<file path="config.mk">
export PLATFORM = sky130hd
export DESIGN_NAME = pc_sequencer
export DESIGN_NICKNAME = d
export VERILOG_FILES = /design/src/rtl/pc_sequencer_pkg.sv /design/src/rtl/pc_sequencer_decoder.sv /design/src/rtl/pc_sequencer.sv
export SDC_FILE = /design/constraint.sdc
export NUM_CORES = 1
export LEC_CHECK = 0
export ABC_AREA = 1
export BUFFER_PORTS_ARGS = -buffer_cell sky130_fd_sc_hd__buf_2
export CAP_MARGIN = 20
export CORE_MARGIN = 1
export CORE_UTILIZATION = 45
export DETAILED_ROUTE_END_ITERATION = 10
export PLACE_DENSITY = 0.69
export SETUP_SLACK_MARGIN = 0.1
export SLEW_MARGIN = 25
export SYNTH_ARGS = -nofsm -noshare
export SYNTH_HDL_FRONTEND = slang
export SYNTH_SLANG_ARGS = --single-unit
</file>
<file path="constraint.sdc">
create_clock -name clk_main -period 3.2 [get_ports clk_main]
set_input_delay 0.32 -clock clk_main [delete_from_list [all_inputs] [get_ports clk_main]]
set_output_delay 0.32 -clock clk_main [all_outputs]
set_load 0.02 [all_outputs]
</file>
<file path="src/rtl/pc_sequencer_pkg.sv">
// pc_sequencer_pkg
//   Shared definitions for the program-counter sequencer: instruction field
//   widths, opcode values, PC step-select encodings, FSM state encoding and
//   the instruction class produced by the decoder.
package pc_sequencer_pkg;

  localparam int IW  = 16;  // instruction width
  localparam int OPW = 4;   // opcode width
  localparam int RAW = 4;   // register address / offset width

  // Opcodes (op = instr[15:12])
  localparam logic [OPW-1:0] OP_NOP    = 4'h0;
  localparam logic [OPW-1:0] OP_ALU_LO = 4'h1;
  localparam logic [OPW-1:0] OP_ALU_HI = 4'h7;
  localparam logic [OPW-1:0] OP_BRZ    = 4'h8;
  localparam logic [OPW-1:0] OP_BRN    = 4'h9;
  localparam logic [OPW-1:0] OP_JMP    = 4'hA;
  localparam logic [OPW-1:0] OP_BRA    = 4'hB;
  localparam logic [OPW-1:0] OP_HALT   = 4'hF;

  // PC step select towards program_counter
  localparam logic [1:0] PS_HOLD = 2'b00;  // PC unchanged
  localparam logic [1:0] PS_INC  = 2'b01;  // PC + 1
  localparam logic [1:0] PS_BR   = 2'b10;  // PC + offset + 1
  localparam logic [1:0] PS_JMP  = 2'b11;  // PC + R[sa]

  typedef enum logic [2:0] {
    ST_IDLE    = 3'd0,
    ST_FETCH   = 3'd1,
    ST_DECODE  = 3'd2,
    ST_EXECUTE = 3'd3,
    ST_HALT    = 3'd4
  } state_t;

  // What the EXECUTE cycle has to do with an instruction
  typedef enum logic [2:0] {
    CLS_NOP  = 3'd0,
    CLS_ALU  = 3'd1,
    CLS_BRZ  = 3'd2,
    CLS_BRN  = 3'd3,
    CLS_JMP  = 3'd4,
    CLS_BRA  = 3'd5,
    CLS_HALT = 3'd6
  } instr_class_t;

  // Opcode -> class; unassigned opcodes (C, D, E) behave as NOP.
  function automatic instr_class_t classify(input logic [OPW-1:0] op);
    instr_class_t cls;
    cls = CLS_NOP;
    if (op >= OP_ALU_LO && op <= OP_ALU_HI) begin
      cls = CLS_ALU;
    end else begin
      case (op)
        OP_BRZ:  cls = CLS_BRZ;
        OP_BRN:  cls = CLS_BRN;
        OP_JMP:  cls = CLS_JMP;
        OP_BRA:  cls = CLS_BRA;
        OP_HALT: cls = CLS_HALT;
        default: cls = CLS_NOP;
      endcase
    end
    return cls;
  endfunction

endpackage

</file>
<file path="src/rtl/pc_sequencer_decoder.sv">
// pc_instr_decoder
//   Combinational split of the instruction register into its fields and
//   instruction class.
//   ir      in   IW   instruction register
//   op      out  OPW  opcode, ir[15:12]
//   dr      out  RAW  destination register, ir[11:8]
//   sa      out  RAW  source A, ir[7:4]
//   sb      out  RAW  source B, ir[3:0]
//   offset  out  RAW  branch offset, ir[3:0] (shares bits with sb)
//   cls     out  3    instruction class
module pc_instr_decoder
  import pc_sequencer_pkg::*;
(
  input  logic [IW-1:0]  ir,
  output logic [OPW-1:0] op,
  output logic [RAW-1:0] dr,
  output logic [RAW-1:0] sa,
  output logic [RAW-1:0] sb,
  output logic [RAW-1:0] offset,
  output instr_class_t   cls
);

  assign op     = ir[15:12];
  assign dr     = ir[11:8];
  assign sa     = ir[7:4];
  assign sb     = ir[3:0];
  assign offset = ir[3:0];
  assign cls    = classify(ir[15:12]);

endmodule

</file>
<file path="src/rtl/pc_sequencer.sv">
// pc_sequencer
//   Fetch/decode/execute sequencer driving program_counter. One PC update
//   (PS != 00) is issued per executed instruction, in its EXECUTE cycle.
//   clk_main   in   1    clock, all state on posedge
//   reset      in   1    synchronous, active-high
//   run        in   1    level; start/continue fetching
//   fetch_req  out  1    request instruction at current PC
//   fetch_ack  in   1    instruction valid, completes fetch
//   instr      in   IW   instruction word
//   zero_flag  in   1    ALU result == 0
//   neg_flag   in   1    ALU result MSB
//   PS         out  2    PC step select
//   offset     out  RAW  branch offset
//   sa/sb/dr   out  RAW  regfile read A / read B / write address
//   fs         out  OPW  ALU function select
//   rw         out  1    regfile write enable
//   halted     out  1    sequencer halted
//
// state    | meaning
// ---------+---------------------------------------------------------
// IDLE     | waiting for run
// FETCH    | fetch_req high, waiting (unbounded) for fetch_ack
// DECODE   | IR fields registered onto sa/sb/dr/offset/fs
// EXECUTE  | one cycle: PS != 00 (except HALT), rw for ALU ops
// HALT     | sticky until reset, run ignored
module pc_sequencer
  import pc_sequencer_pkg::*;
(
  input  logic           clk_main,
  input  logic           reset,
  input  logic           run,
  output logic           fetch_req,
  input  logic           fetch_ack,
  input  logic [IW-1:0]  instr,
  input  logic           zero_flag,
  input  logic           neg_flag,
  output logic [1:0]     PS,
  output logic [RAW-1:0] offset,
  output logic [RAW-1:0] sa,
  output logic [RAW-1:0] sb,
  output logic [RAW-1:0] dr,
  output logic [OPW-1:0] fs,
  output logic           rw,
  output logic           halted
);

  state_t       state;
  instr_class_t cls_q;
  logic [IW-1:0] ir;

  logic [OPW-1:0] dec_op;
  logic [RAW-1:0] dec_dr;
  logic [RAW-1:0] dec_sa;
  logic [RAW-1:0] dec_sb;
  logic [RAW-1:0] dec_offset;
  instr_class_t   dec_cls;

  pc_instr_decoder u_decoder (
    .ir     (ir),
    .op     (dec_op),
    .dr     (dec_dr),
    .sa     (dec_sa),
    .sb     (dec_sb),
    .offset (dec_offset),
    .cls    (dec_cls)
  );

  always_ff @(posedge clk_main) begin
    if (reset) begin
      state     <= ST_IDLE;
      ir        <= '0;
      cls_q     <= CLS_NOP;
      fetch_req <= 1'b0;
      rw        <= 1'b0;
      halted    <= 1'b0;
      sa        <= '0;
      sb        <= '0;
      dr        <= '0;
      fs        <= '0;
      offset    <= '0;
    end else begin
      case (state)
        ST_IDLE: begin
          if (run) begin
            state     <= ST_FETCH;
            fetch_req <= 1'b1;
          end
        end
        ST_FETCH: begin
          if (fetch_ack) begin
            ir        <= instr;
            fetch_req <= 1'b0;
            state     <= ST_DECODE;
          end
        end
        ST_DECODE: begin
          sa     <= dec_sa;
          sb     <= dec_sb;
          dr     <= dec_dr;
          offset <= dec_offset;
          fs     <= dec_op;
          cls_q  <= dec_cls;
          rw     <= (dec_cls == CLS_ALU);
          state  <= ST_EXECUTE;
        end
        ST_EXECUTE: begin
          rw <= 1'b0;
          if (cls_q == CLS_HALT) begin
            state  <= ST_HALT;
            halted <= 1'b1;
          end else if (run) begin
            state     <= ST_FETCH;
            fetch_req <= 1'b1;
          end else begin
            state <= ST_IDLE;
          end
        end
        ST_HALT: begin
          halted <= 1'b1;
        end
        default: begin
          state     <= ST_IDLE;
          fetch_req <= 1'b0;
          rw        <= 1'b0;
        end
      endcase
    end
  end

  // PS is decoded from registered state and class only; the flags are the
  // one live input, since the ALU only sees sa/sb once EXECUTE has begun and
  // a branch has to act on the flags of that same cycle.
  logic [1:0] ps_next;

  always_comb begin
    ps_next = PS_HOLD;
    if (state == ST_EXECUTE) begin
      case (cls_q)
        CLS_NOP:  ps_next = PS_INC;
        CLS_ALU:  ps_next = PS_INC;
        CLS_BRZ:  ps_next = zero_flag ? PS_BR : PS_INC;
        CLS_BRN:  ps_next = neg_flag ? PS_BR : PS_INC;
        CLS_JMP:  ps_next = PS_JMP;
        CLS_BRA:  ps_next = PS_BR;
        CLS_HALT: ps_next = PS_HOLD;
        default:  ps_next = PS_INC;
      endcase
    end
  end

  assign PS = ps_next;

endmodule

</file>
==> metrics.md <==
| Metric | Value |
|---|---|
| CORE AREA | 3468 um^2 |
| PnR Total Power | 1.063 mW |
| Xor-xnor portion of the synthesized cell area | 0 |
| Post-route ant nets | 0 |
| Slew Limit Fails | 0 |
| Endpoints failing setup | 0 |
| Post-detail-place hpwl | approximately 2400 um |
| Placer congestion estimate | 0.7732 |
| Largest stage delay, worst path | 350 ps |
| Crit path required time | 2880 ps |
| Setup Crit Path Kind | reg -> out |
| Syn nets | about 250 |
| Final Cycle Share | 0.5694 |
| Fin nets | between 200 and 300 |
| Run status | complete, no violations |
| Hold-fix buffers at CTS | 0 |
| Largest cells by area after synthesis | dfxtp_1, nor2_1, o21ai_0 |
| Clock-pin slew on the worst setup and hold paths | ~70 ps |
| Max clock buf depth | 2 |
| Synth Area in Compound Gates | 0.1720 |
| Final std cells w/o fill | 313 |
| Top cell type's share of synthesized area | 0.4863 |
| Slew @ Worst Pin | 723.2 ps |
| Worst Hold Slack | ~250 ps |
| Gr ovfl total | 0 |
| Area Overhead vs Synth | 16.23% |
| Ys flop type | dfxtp_1 |
| CTS tree | yes |
| Post-synthesis sequential area ratio | 0.4863 |
| Worst Setup End Kind | output pin |
| Post-Place Cells | 305 |
| Largest net degree at the start of global routing | 34 |
| Syn_area_per_cell | about 7.4 um^2 |
| Initial DRC count | 105 |
| Setup Skew | ~1.4 ps |
| Seq cells post-synth | 41 |
| Post-route minimum period | 1822 ps |
| Htree depth | 2 |
| Die Width | 63.25 um |
| Share of post-route cells with drive strength above 1 | 0.2285 |
| RSZ-0062 raised after global routing | false |
| Die area | 4000 um^2 |
| EDFF count, synth | 0 |
| Peak Freq | roughly 550 MHz |
| P_leak | about 0.91 nW |
| First-pass GRT wire length | 6196 um |
| Post-Synth Simple-Gate Area | 0.2476 |
| CTS sink count | 41 |
| Vias | approximately 1,500 |
| Root buf cell | clkbuf_8 |
| Yosys cell types | 26 |
| Antenna violations before repair | 0 |
| GRT Util Overall | 0.1968 |
| Worst skew pair latency | about 290 ps |
| ANT cells | 0 |
| Crit start category | register |
| PwrDens | 541.6 nW/um^2 |
| Routed wire length | 3433 um |
| Mux contribution to synthesized area | 0 |
| Max transition margin | 0.5173 |
| CP top delay family | simple AND/OR/NAND/NOR gates |
| Max FO, Critical Path | 5 |
| Via density per instance | 4.799 |
| DRC Markers | 0 |
| Largest family of logic cells by synthesized area | simple AND/OR/NAND/NOR gates |
| Mapped Cells | 227 |
| Yosys top cell by area | dfxtp_1 |
| Worst hold path class | in -> reg |
| TritonCTS Buffers | 5 |
| Synth cell count leaders | nor2_1, dfxtp_1, o21ai_0 |
| DR pass1 iterations | 4 |
| DIE HEIGHT | 63.25 um |
| CP Buf/Inv Count | 3 |
| Buffer count from post-CTS setup fixing | 0 |
| Cell area after synthesis | 1688 um^2 |
| Total negative slack | 0 ps |
| WL/cell | roughly 11 um |
| # rows | 21 |
| Io pins | 47 |
| CP arrival | roughly 1500 ps |
| Slowest CP cell | dfxtp_1 |
| Async SR Flop Fraction | 0 |
| Hold Vio Cnt, Final | 0 |
| Number of synthesis warnings | 0 |
| Post-cts sizing count | 0 |
| PortBufs | 46 |
| Most numerous cell in the Yosys netlist | nor2_1 |
| Starting Density | 0.4867 |
| Maximum VDD drop | 0.3850 mV |
| Post-Synth Adder-Cell Area | 0 |
| CP Cell Sequence | inv_1, or2_2, o21ai_0, nand2_1, nand2_1, o21ai_0, inv_1, buf_2 |
| Vias in the first global route | 1,413 |
| Max Cap Violations | 0 |
## power breakdown
| group | internal (mW) | switching (mW) |
|---|---|---|
| clock | 0.151 | 0.170 |
| sequential | 0.549 | 0.0229 |
| combinational | 0.0592 | 0.111 |
## worst paths after layout
kind | startpoint | end | slack [ps] | cells after the start
max | cls_q[2] | PS[0] | 1380 | 8
min | instr[6] | ir[6] | 250 | 3
max reg2reg | state[2] | fs[1] | 1570 | 5
min reg2reg | fetch_req | fetch_req | 480 | 2
## logic make-up after synthesis
kind of cell           after synthesis
flip-flops                          41
buffers and inverters               30
AO/OA/AOI/OAI                       56
AND/OR/NAND/NOR                    100
## layout by cell type (no fill, tap or decap), drive strengths merged, types with 2 or more instances in the layout
master,synthesis,layout
buf,11,46
o21ai,36,36
dfxtp,41,41
clkbuf,3,6
nand3,6,6
nand2,21,21
nor2,67,67
clkinv,0,2
inv,16,16
nand4,3,3
a21oi,16,16
## worst reg2reg max path: cells and delay by family, from the launching register on
| kind | cells | cell delay, ps |
|---|---|---|
| buf+inv | 1 | 360 |
| compound gates | 2 | 290 |
| simple gates | 2 | 540 |
| flops | 1 | 370 |
## layer usage
layer  global-route usage  wire length (um)  up-vias
li1                     -                 -      810
met3              0.05072               165        7
met5                    0                 0        -
met4              0.08523                51        0
met2               0.2997              1453       34
met1               0.2612              1764      651
## through the flow
step | area, um^2 | worst slack, ps | utilization
floorplan | 1688 | 1788 | -
global placement | 1879 | 1649 | 0.5418
detailed placement | 1879 | 1598 | 0.5418
CTS | 1962 | 1379 | 0.5657
global route | 1962 | 1208 | 0.5657
finish | 1962 | 1378 | 0.5657
## flip-flops by register name, summed over array words and instances (netlist names)
signal	flops
sa	4
fs	4
fetch_req	1
rw	1
dr	4
sb	4
cls_q	3
halted	1
ir	16
state	3
## area by class of cell
type | instances | area [um^2]
fill | 357 | 1506
sequential | 41 | 820.8
multi-input combinational | 156 | 708.2
timing repair buffer | 46 | 230.2
clock buffer | 6 | 72.57
inverter | 16 | 62.56
tap | 46 | 57.56
clock inverter | 2 | 10.01
No activity file was read; power rests on OpenSTA's default activity.
